**config.mk**
```make
export PLATFORM = sky130hd
export DESIGN_NAME = contador_gray
export DESIGN_NICKNAME = d
export VERILOG_FILES = /design/src/rtl/gray_pkg.sv /design/src/rtl/conversor_gray_bin.sv /design/src/rtl/contador_gray.sv
export SDC_FILE = /design/constraint.sdc
export NUM_CORES = 1
export LEC_CHECK = 0
export BUFFER_PORTS_ARGS = -buffer_cell sky130_fd_sc_hd__buf_2
export CAP_MARGIN = 20
export CORE_AREA = 2 2 39 41
export CTS_CLUSTER_DIAMETER = 40
export DETAILED_ROUTE_END_ITERATION = 8
export DIE_AREA = 0 0 41 43
export GPL_TIMING_DRIVEN = 0
export PLACE_DENSITY = 0.62
export SKIP_CTS_REPAIR_TIMING = 1
export SLEW_MARGIN = 20
export SYNTH_ARGS = -nofsm -noshare
export SYNTH_HDL_FRONTEND = slang
export SYNTH_HIERARCHICAL = 1
export SYNTH_SLANG_ARGS = --single-unit
```
**constraint.sdc**
```tcl
create_clock -name clk -period 4.1 [get_ports clk]
set_clock_uncertainty 0.2 [all_clocks]
set_input_delay 0 -clock clk [delete_from_list [all_inputs] [get_ports clk]]
set_output_delay 0 -clock clk [all_outputs]
set_load 0.01 [all_outputs]
```
**src/rtl/gray_pkg.sv**
```systemverilog
// rtl/gray_pkg.sv - shared Gray-code constants and conversion helpers
package gray_pkg;

    // Widest counter any instance may be built with; helpers work at this width.
    localparam int LARGURA_MAX = 16;

    typedef logic [LARGURA_MAX-1:0] vetor_max_t;

    // Binary to Gray: each Gray bit is the XOR of adjacent binary bits.
    // Callers zero-extend narrower values and truncate the result.
    function automatic vetor_max_t bin_para_gray(input vetor_max_t b);
        return b ^ (b >> 1);
    endfunction

    // Gray to binary: running XOR from the MSB downwards. Zero-extended
    // upper bits decode to zero, so truncating the result is safe.
    function automatic vetor_max_t gray_para_bin(input vetor_max_t g);
        vetor_max_t b;
        b[LARGURA_MAX-1] = g[LARGURA_MAX-1];
        for (int i = LARGURA_MAX - 2; i >= 0; i--) begin
            b[i] = b[i+1] ^ g[i];
        end
        return b;
    endfunction

endpackage

```
**src/rtl/conversor_gray_bin.sv**
```systemverilog
// rtl/conversor_gray_bin.sv - combinational Gray-to-binary decoder
module conversor_gray_bin
    import gray_pkg::*;
#(
    parameter int LARGURA = 4
) (
    input  logic [LARGURA-1:0] entrada,
    output logic [LARGURA-1:0] saida
);

    // Widen to the package width, decode, and keep only the live bits.
    always_comb begin
        saida = LARGURA'(gray_para_bin(LARGURA_MAX'(entrada)));
    end

endmodule

```
**src/rtl/contador_gray.sv**
```systemverilog
// rtl/contador_gray.sv - up/down Gray-code counter with load and wrap/saturate
module contador_gray
    import gray_pkg::*;
#(
    parameter int LARGURA = 4,
    parameter int SATURA  = 0
) (
    input  logic               clk,
    input  logic               rst,
    input  logic               habilita,
    input  logic               sentido,
    input  logic               carrega,
    input  logic [LARGURA-1:0] entrada_gray,
    output logic [LARGURA-1:0] saida,
    output logic [LARGURA-1:0] saida_bin,
    output logic               volta
);

    localparam logic [LARGURA-1:0] VALOR_MAX = '1;
    localparam logic [LARGURA-1:0] VALOR_MIN = '0;

    // Binary count is the real state; the Gray copy is registered alongside
    // it from the same next-state value so the two outputs never disagree.
    logic [LARGURA-1:0] cont_q, cont_d;
    logic [LARGURA-1:0] gray_q, gray_d;
    logic               volta_q, volta_d;

    logic [LARGURA-1:0] carga_bin;
    logic               no_topo;
    logic               no_fundo;

    conversor_gray_bin #(
        .LARGURA(LARGURA)
    ) u_conversor_carga (
        .entrada(entrada_gray),
        .saida  (carga_bin)
    );

    // End-of-range detection for the current direction.
    always_comb begin
        no_topo  = (cont_q == VALOR_MAX);
        no_fundo = (cont_q == VALOR_MIN);
    end

    // Next-state mux: load beats counting; ends either wrap or hold, and both flag volta.
    always_comb begin
        cont_d  = cont_q;
        volta_d = 1'b0;
        if (carrega) begin
            cont_d = carga_bin;
        end else if (habilita) begin
            if (!sentido) begin
                if (!no_topo) begin
                    cont_d = cont_q + 1'b1;
                end else begin
                    volta_d = 1'b1;
                    if (SATURA == 0) begin
                        cont_d = VALOR_MIN;
                    end
                end
            end else begin
                if (!no_fundo) begin
                    cont_d = cont_q - 1'b1;
                end else begin
                    volta_d = 1'b1;
                    if (SATURA == 0) begin
                        cont_d = VALOR_MAX;
                    end
                end
            end
        end
    end

    // Gray image of the next count, registered together with it.
    always_comb begin
        gray_d = LARGURA'(bin_para_gray(LARGURA_MAX'(cont_d)));
    end

    // State and output registers; reset wins over load and count.
    always_ff @(posedge clk) begin
        if (rst) begin
            cont_q  <= '0;
            gray_q  <= '0;
            volta_q <= 1'b0;
        end else begin
            cont_q  <= cont_d;
            gray_q  <= gray_d;
            volta_q <= volta_d;
        end
    end

    assign saida     = gray_q;
    assign saida_bin = cont_q;
    assign volta     = volta_q;

endmodule
```
==> results of run 1 <==
-- logic make-up (layout without fill, tap and decap cells) --
family	after synthesis	count (layout)
xor gates and xnor gates	7	7
and+or+nand+nor	20	20
AOI/OAI and AO/OA	17	17
DFF	8	8
adders and majority gates	2	2
muxes	2	2
buffers and inverters	9	31
-- final timing paths --
check	to	depth (start not counted)	start	slack, ns
max	saida[2]	7	saida_bin[0]	1.95
min	saida_bin[2]	3	carrega	0.003
max reg2reg	saida[2]	7	saida_bin[0]	1.95
min reg2reg	volta	2	saida_bin[3]	0.46
-- sequential cells by signal (all words and copies together) (netlist names) --
signal,flops
saida_bin,4
saida,3
volta,1
-- synthesized netlist by cell type, drive strengths merged, types with 3 or more instances --
master,n,share of area
inv,5,0.036
xor2,3,0.065
a21oi,8,0.077
dfxtp,8,0.31
buf,3,0.038
nor2,10,0.072
xnor2,4,0.067
-- cell usage in the layout, fill, tap and decap left out, drive strengths merged --
cell and n:
o21ai 2, dlygate4sd3 4, a41oi 1, ha 2, a211oi 1, nand3 2
clkbuf 4, nand3b 1, xor2 3, nor3 2, a31oi 1, inv 5
xnor2 4, a211o 1, dfxtp 8, a21oi 8, mux2 2, o31ai 2
buf 18, nand2b 2, nand2 2, and3b 1, o311ai 1, nor2 10
-- worst min-delay path, delay by kind of cell --
family / cells / cell delay [ns]
buffers and inverters: 1 / 0.17
AND/OR/NAND/NOR: 1 / 0.13
AO/OA/AOI/OAI: 1 / 0.09
-- per-layer routing --
layer | share of wire | routed length [um] | vias up | track usage
met5 | 0 | 0 | - | 0
met4 | 0 | 0 | 0 | 0.02000
met3 | 0.051 | 53 | 0 | 0.04712
met2 | 0.48 | 502 | 16 | 0.2063
met1 | 0.47 | 488 | 210 | 0.1818
li1 | - | - | 266 | -
-- area by class of cell --
| cell class | count | area (um^2) |
|---|---|---|
| fillers | 140 | 703.2 |
| multi-input cells | 48 | 320.3 |
| flip-flops and latches | 8 | 160.2 |
| plain buffers | 4 | 23.77 |
| repair buffers | 19 | 115.1 |
| inverters | 5 | 18.77 |
| clock buffers | 3 | 22.52 |
| well taps | 16 | 20.02 |
-- power by group through the flow --
stage | clock network (mW) | logic [mW] | registers [mW]
2_1_floorplan | 0 | 0.0451 | 0.101
3_3_place_gp | 0 | 0.0699 | 0.0976
3_5_place_dp | 0 | 0.0701 | 0.0975
4_1_cts | 0.0606 | 0.0703 | 0.0959
5_1_grt | 0.0644 | 0.0839 | 0.0974
6_report | 0.0580 | 0.0732 | 0.0960
==> out/qor.txt, run 1 <==
run status -> complete, no violations
FMAX -> 464.2 MHz
n_diodes -> 0
largest family of logic cells by synthesized area -> compound AO/OA/AOI/OAI gates
xor and xnor fraction of the mapped netlist area -> 0.1316
total number of vias -> 492
total negative slack -> 0 ns
total gr overflow -> 0
sequential element share of the synthesized area -> 0.3062
later-pin clock latency in the skew report -> 0.25 ns
H-tree levels -> 1
horizontal die dimension -> 41 um
Post-Syn Nets -> 76
initial cell density of the core -> 0.3779
relative slew slack -> 0.7660
Bufs on Longest Clock Path -> 2
share of total power consumed by net switching -> 0.3090
count of TritonRoute iterations in the first routing pass -> 4
DR iter-0 viols -> 9
floorplan core area -> 1384 um^2
fraction of the cycle the final worst path needs -> 0.5255
total placed instance area -> 618.1 um^2
worst path cell trace -> inv_1, ha_1, mux2_4, a211o_1, nand3_1, nor2_1, mux2_2
total I/O pin count -> 18
routed wire length per instance -> 10.14 um
Avg Cell Area, Syn -> 8.046 um^2
power density normalized to cell area -> 333.9 nW/um^2
data arrival time at the worst-slack endpoint -> 2.09 ns
Layout Nets -> 100
worst-path maximum fanout -> 9
antenna violations before repair -> 0
type of the tightest min-delay check -> in2reg
crit path capture type -> register
cell family contributing the most delay on the critical path -> multiplexers
share of the synthesized area in compound gates (AO/OA/AOI/OAI) -> 0.2010
largest vdd supply drop -> 0.1285 mV
root buffer selected by CTS -> clkbuf_4
Worst EP required -> 4.04 ns
post-place setup slack -> 1.952 ns
number of endpoints with negative hold slack in the final report -> 0
crit path buf inv count -> 1
synthesis warning total -> 6
delay of the slowest cell on the worst path -> 0.49 ns
cell area after layout -> 680.7 um^2
routed via count divided by cell count -> 4.777
flop and latch count out of synthesis -> 8
PnR worst setup slack -> 1.946 ns
clock sink count -> 8
proportion of register bits with asynchronous set or reset after synthesis -> 0
# setup viols final -> 0
number of buffers created by CTS -> 3
FP Rows -> 14
total of max-cap violations -> 0
Flop pwr share -> 0.423
die area -> 1763 um^2
design internal power -> 157.0 uW
Final Max Tran Viols -> 0
Post-Route Utilization -> 0.4919
first-pass GRT wire length -> 1.669 mm
hpwl dp -> 781.7 um
gate count after technology mapping -> 65
clock network power share -> 0.255
most frequently used flop master after synthesis -> dfxtp_1
Placed Instances -> 96
area delta synth->final -> 30.14%
power consumption -> 227.3 uW
GRT Util Overall -> 0.1349
Sw Pwr -> 70.21 uW
via count of the first global-routing pass -> 410
post-synthesis simple-gate area fraction -> 0.1818
share of total power in combinational logic -> 0.322
number of synthesized flops with an enable pin -> 0
pin count of the biggest net entering global routing -> 11
total standard cell area after synthesis -> 523.0 um^2
area share of fa/ha/maj cells after synthesis -> 0.04785
cell with the biggest individual delay on the critical path -> dfxtp_1
routed wire length -> 1.044 mm
mux share of post-synthesis cell area -> 0.05024
die outline height -> 43 um
Worst Hold Margin -> 0.003456 ns
Final Non-Filler Cells -> 103
nature of the critical path startpoint -> register
remaining number of nets flagged by the antenna check after routing -> 0
remaining design rule violation count -> 0
fraction of final layout cells sized beyond drive strength 1 -> 0.2874
setup repair after global routing missed its margin -> no
shortest period the worst path allows -> 2.154 ns
measured slew at the worst slew-check pin -> 0.3480 ns
leakage component of the power -> 0.3141 nW
unique cell type count in the Yosys netlist -> 26
count of buffers from port buffering -> 15
CTS clock-pin slew for the worst setup and hold paths -> 0.05 ns
TritonCTS clock tree -> yes
routability cong. -> 0.8234
crit path kind -> reg2reg
Power figures use the tool's default switching activity.
==> run 2: changes to the inputs <==
--- a/config.mk
+++ b/config.mk
@@ -12,7 +12,7 @@
 export DETAILED_ROUTE_END_ITERATION = 8
 export DIE_AREA = 0 0 41 43
 export GPL_TIMING_DRIVEN = 0
-export PLACE_DENSITY = 0.62
+export PLACE_DENSITY = 0.65
 export SKIP_CTS_REPAIR_TIMING = 1
 export SLEW_MARGIN = 20
 export SYNTH_ARGS = -nofsm -noshare
==> constraint.sdc (replaced) <==
create_clock -name clk -period 1.75 [get_ports clk]
set_clock_uncertainty 0.2 [all_clocks]
set_input_delay 0 -clock clk [delete_from_list [all_inputs] [get_ports clk]]
set_output_delay 0 -clock clk [all_outputs]
set_load 0.01 [all_outputs]
==> run 2 against run 1 <==
  * The flow now finishes with violations (negative hold slack, negative setup slack)
  * Global-route usage rose by 1.9 points
  * Die area did not move
  * Final area grew 8.8%
  * Flip-flop and latch count unchanged
  * Count of clock-buffer cells in the layout did not move
  * Largest power group unchanged
  * Final cell count is 1.9% higher
  * Combinational power grew to 2.8 times the previous value
==> out/qor.txt, run 2 (same netlist as run 1, synthesis figures left out) <==
root buffer selected by CTS -> clkbuf_4 (unchanged)
n_diodes -> 0 (unchanged)
Worst Hold Margin -> -0.08141 ns (was 0.003456 ns)
Bufs on Longest Clock Path -> 2 (unchanged)
clock sink count -> 8 (unchanged)
number of endpoints with negative hold slack in the final report -> 2 (was 0)
later-pin clock latency in the skew report -> 0.25 ns (about the same)
largest vdd supply drop -> 0.3025 mV (was 0.1285 mV)
FMAX -> 549.8 MHz (was 464.2 MHz)
routed wire length -> 1.107 mm (was 1.044 mm)
setup repair after global routing missed its margin -> yes (was no)
initial cell density of the core -> 0.3779 (unchanged)
pin count of the biggest net entering global routing -> 11 (unchanged)
data arrival time at the worst-slack endpoint -> 1.75 ns (was 2.09 ns)
worst-path maximum fanout -> 6 (was 9)
Placed Instances -> 96 (unchanged)
power consumption -> 565.5 uW (was 227.3 uW)
via count of the first global-routing pass -> 434 (was 410)
total of max-cap violations -> 0 (unchanged)
PnR worst setup slack -> -0.06877 ns (was 1.946 ns)
routed via count divided by cell count -> 4.905 (was 4.777)
total number of vias -> 515 (was 492)
crit path capture type -> register (unchanged)
total gr overflow -> 0 (unchanged)
remaining number of nets flagged by the antenna check after routing -> 0 (unchanged)
count of buffers from port buffering -> 15 (unchanged)
total placed instance area -> 648.1 um^2 (was 618.1 um^2)
hpwl dp -> 784.2 um (was 781.7 um)
count of TritonRoute iterations in the first routing pass -> 4 (unchanged)
power density normalized to cell area -> 763.4 nW/um^2 (was 333.9 nW/um^2)
total negative slack -> -0.06877 ns (was 0 ns)
Final Non-Filler Cells -> 105 (was 103)
remaining design rule violation count -> 0 (unchanged)
Layout Nets -> 102 (was 100)
Worst EP required -> 1.69 ns (was 4.04 ns)
type of the tightest min-delay check -> in2reg (unchanged)
leakage component of the power -> 0.3335 nW (was 0.3141 nW)
shortest period the worst path allows -> 1.819 ns (was 2.154 ns)
# setup viols final -> 1 (was 0)
first-pass GRT wire length -> 1.835 mm (was 1.669 mm)
DR iter-0 viols -> 14 (was 9)
total I/O pin count -> 18 (unchanged)
H-tree levels -> 1 (unchanged)
die area -> 1763 um^2 (unchanged)
fraction of final layout cells sized beyond drive strength 1 -> 0.4494 (was 0.2874)
horizontal die dimension -> 41 um (unchanged)
area delta synth->final -> 41.63% (was 30.14%)
Final Max Tran Viols -> 0 (unchanged)
number of buffers created by CTS -> 3 (unchanged)
crit path kind -> reg2reg (unchanged)
floorplan core area -> 1384 um^2 (unchanged)
commonest cells after routing, fill and taps aside -> 16 x buf_2, 10 x nor2_1, 6 x a21oi_1, 6 x buf_4, 6 x dfxtp_1 (was 16 x buf_2, 10 x nor2_1, 8 x a21oi_1, 8 x dfxtp_1, 5 x inv_1)
Largest register FFs -> 4 (unchanged)
FP Rows -> 14 (unchanged)
cell area after layout -> 740.7 um^2 (was 680.7 um^2)
GRT Util Overall -> 0.1541 (was 0.1349)
relative slew slack -> 0.7204 (was 0.7660)
number of filler cells placed in the layout -> 137 (was 140)
most frequent standard cell in the layout excluding fill and tap cells -> buf_2 (unchanged)
CTS clock-pin slew for the worst setup and hold paths -> 0.05 ns (about the same)
die outline height -> 43 um (unchanged)
fraction of the cycle the final worst path needs -> 1.039 (was 0.5255)
routability cong. -> 0.7575 (was 0.8234)
run status -> complete, but fails checks (was complete, no violations)
measured slew at the worst slew-check pin -> 0.4141 ns (was 0.3480 ns)
antenna violations before repair -> 0 (unchanged)
routed wire length per instance -> 10.54 um (was 10.14 um)
failing checks -> negative hold slack, negative setup slack
nature of the critical path startpoint -> register (unchanged)
TritonCTS clock tree -> yes (unchanged)
==> run 2: report_power, final <==
part           switching (mW)  leakage [nW]  internal (mW)
Clock                  0.0565        0.0138         0.0780
Sequential             0.0226        0.0674          0.205
Combinational          0.0997         0.252          0.104
==> run 2: worst max-delay path, stage by stage, from the launching register on <==
cell,delay [ns]
dfxtp_4,0.39
inv_4,0.05
ha_4,0.15
mux2_4,0.26
a211o_1,0.28
nand3_2,0.08
nor2_1,0.04
mux2_2,0.25
==> run 2: metrics by stage <==
stage	util	hold WS, ns	setup WS [ns]
after floorplan	-	-0.01400	-0.03096
after global placement	0.4684	0.07075	-0.07905
after detailed placement	0.4684	0.07429	-0.08983
after CTS	0.4846	-0.1920	-0.09825
after global routing	0.5353	-0.05607	-0.1391
final	0.5353	-0.08141	-0.06877
==> run 2: worst paths after layout <==
path	start	endpoint	slack [ns]	depth (start not counted)
worst max-delay path	saida_bin[1]	saida[2]	-0.07	7
worst min-delay path	rst	saida[2]	-0.08	3
worst max register to register	saida_bin[1]	saida[2]	-0.07	7
worst min register to register	saida_bin[3]	volta	0.47	2
==> run 2: layout make-up <==
cell class                 count  area, um^2  area share
timing repair buffer          21       125.1      0.1689
multi-input combinational     48       357.8      0.4831
sequential                     8       167.7      0.2264
tap                           16       20.02     0.02703
clock buffer                   3       22.52     0.03041
inverter                       5       23.77     0.03209
buffer                         4       23.77     0.03209
==> run 2: layer usage <==
layer / GRT usage / routed length (um) / up-vias
met1: 0.2045 / 526 / 224
met4: 0.06000 / 0 / 0
met3: 0.06283 / 47 / 0
li1: - / - / 274
met2: 0.2156 / 533 / 17
met5: 0 / 0 / -
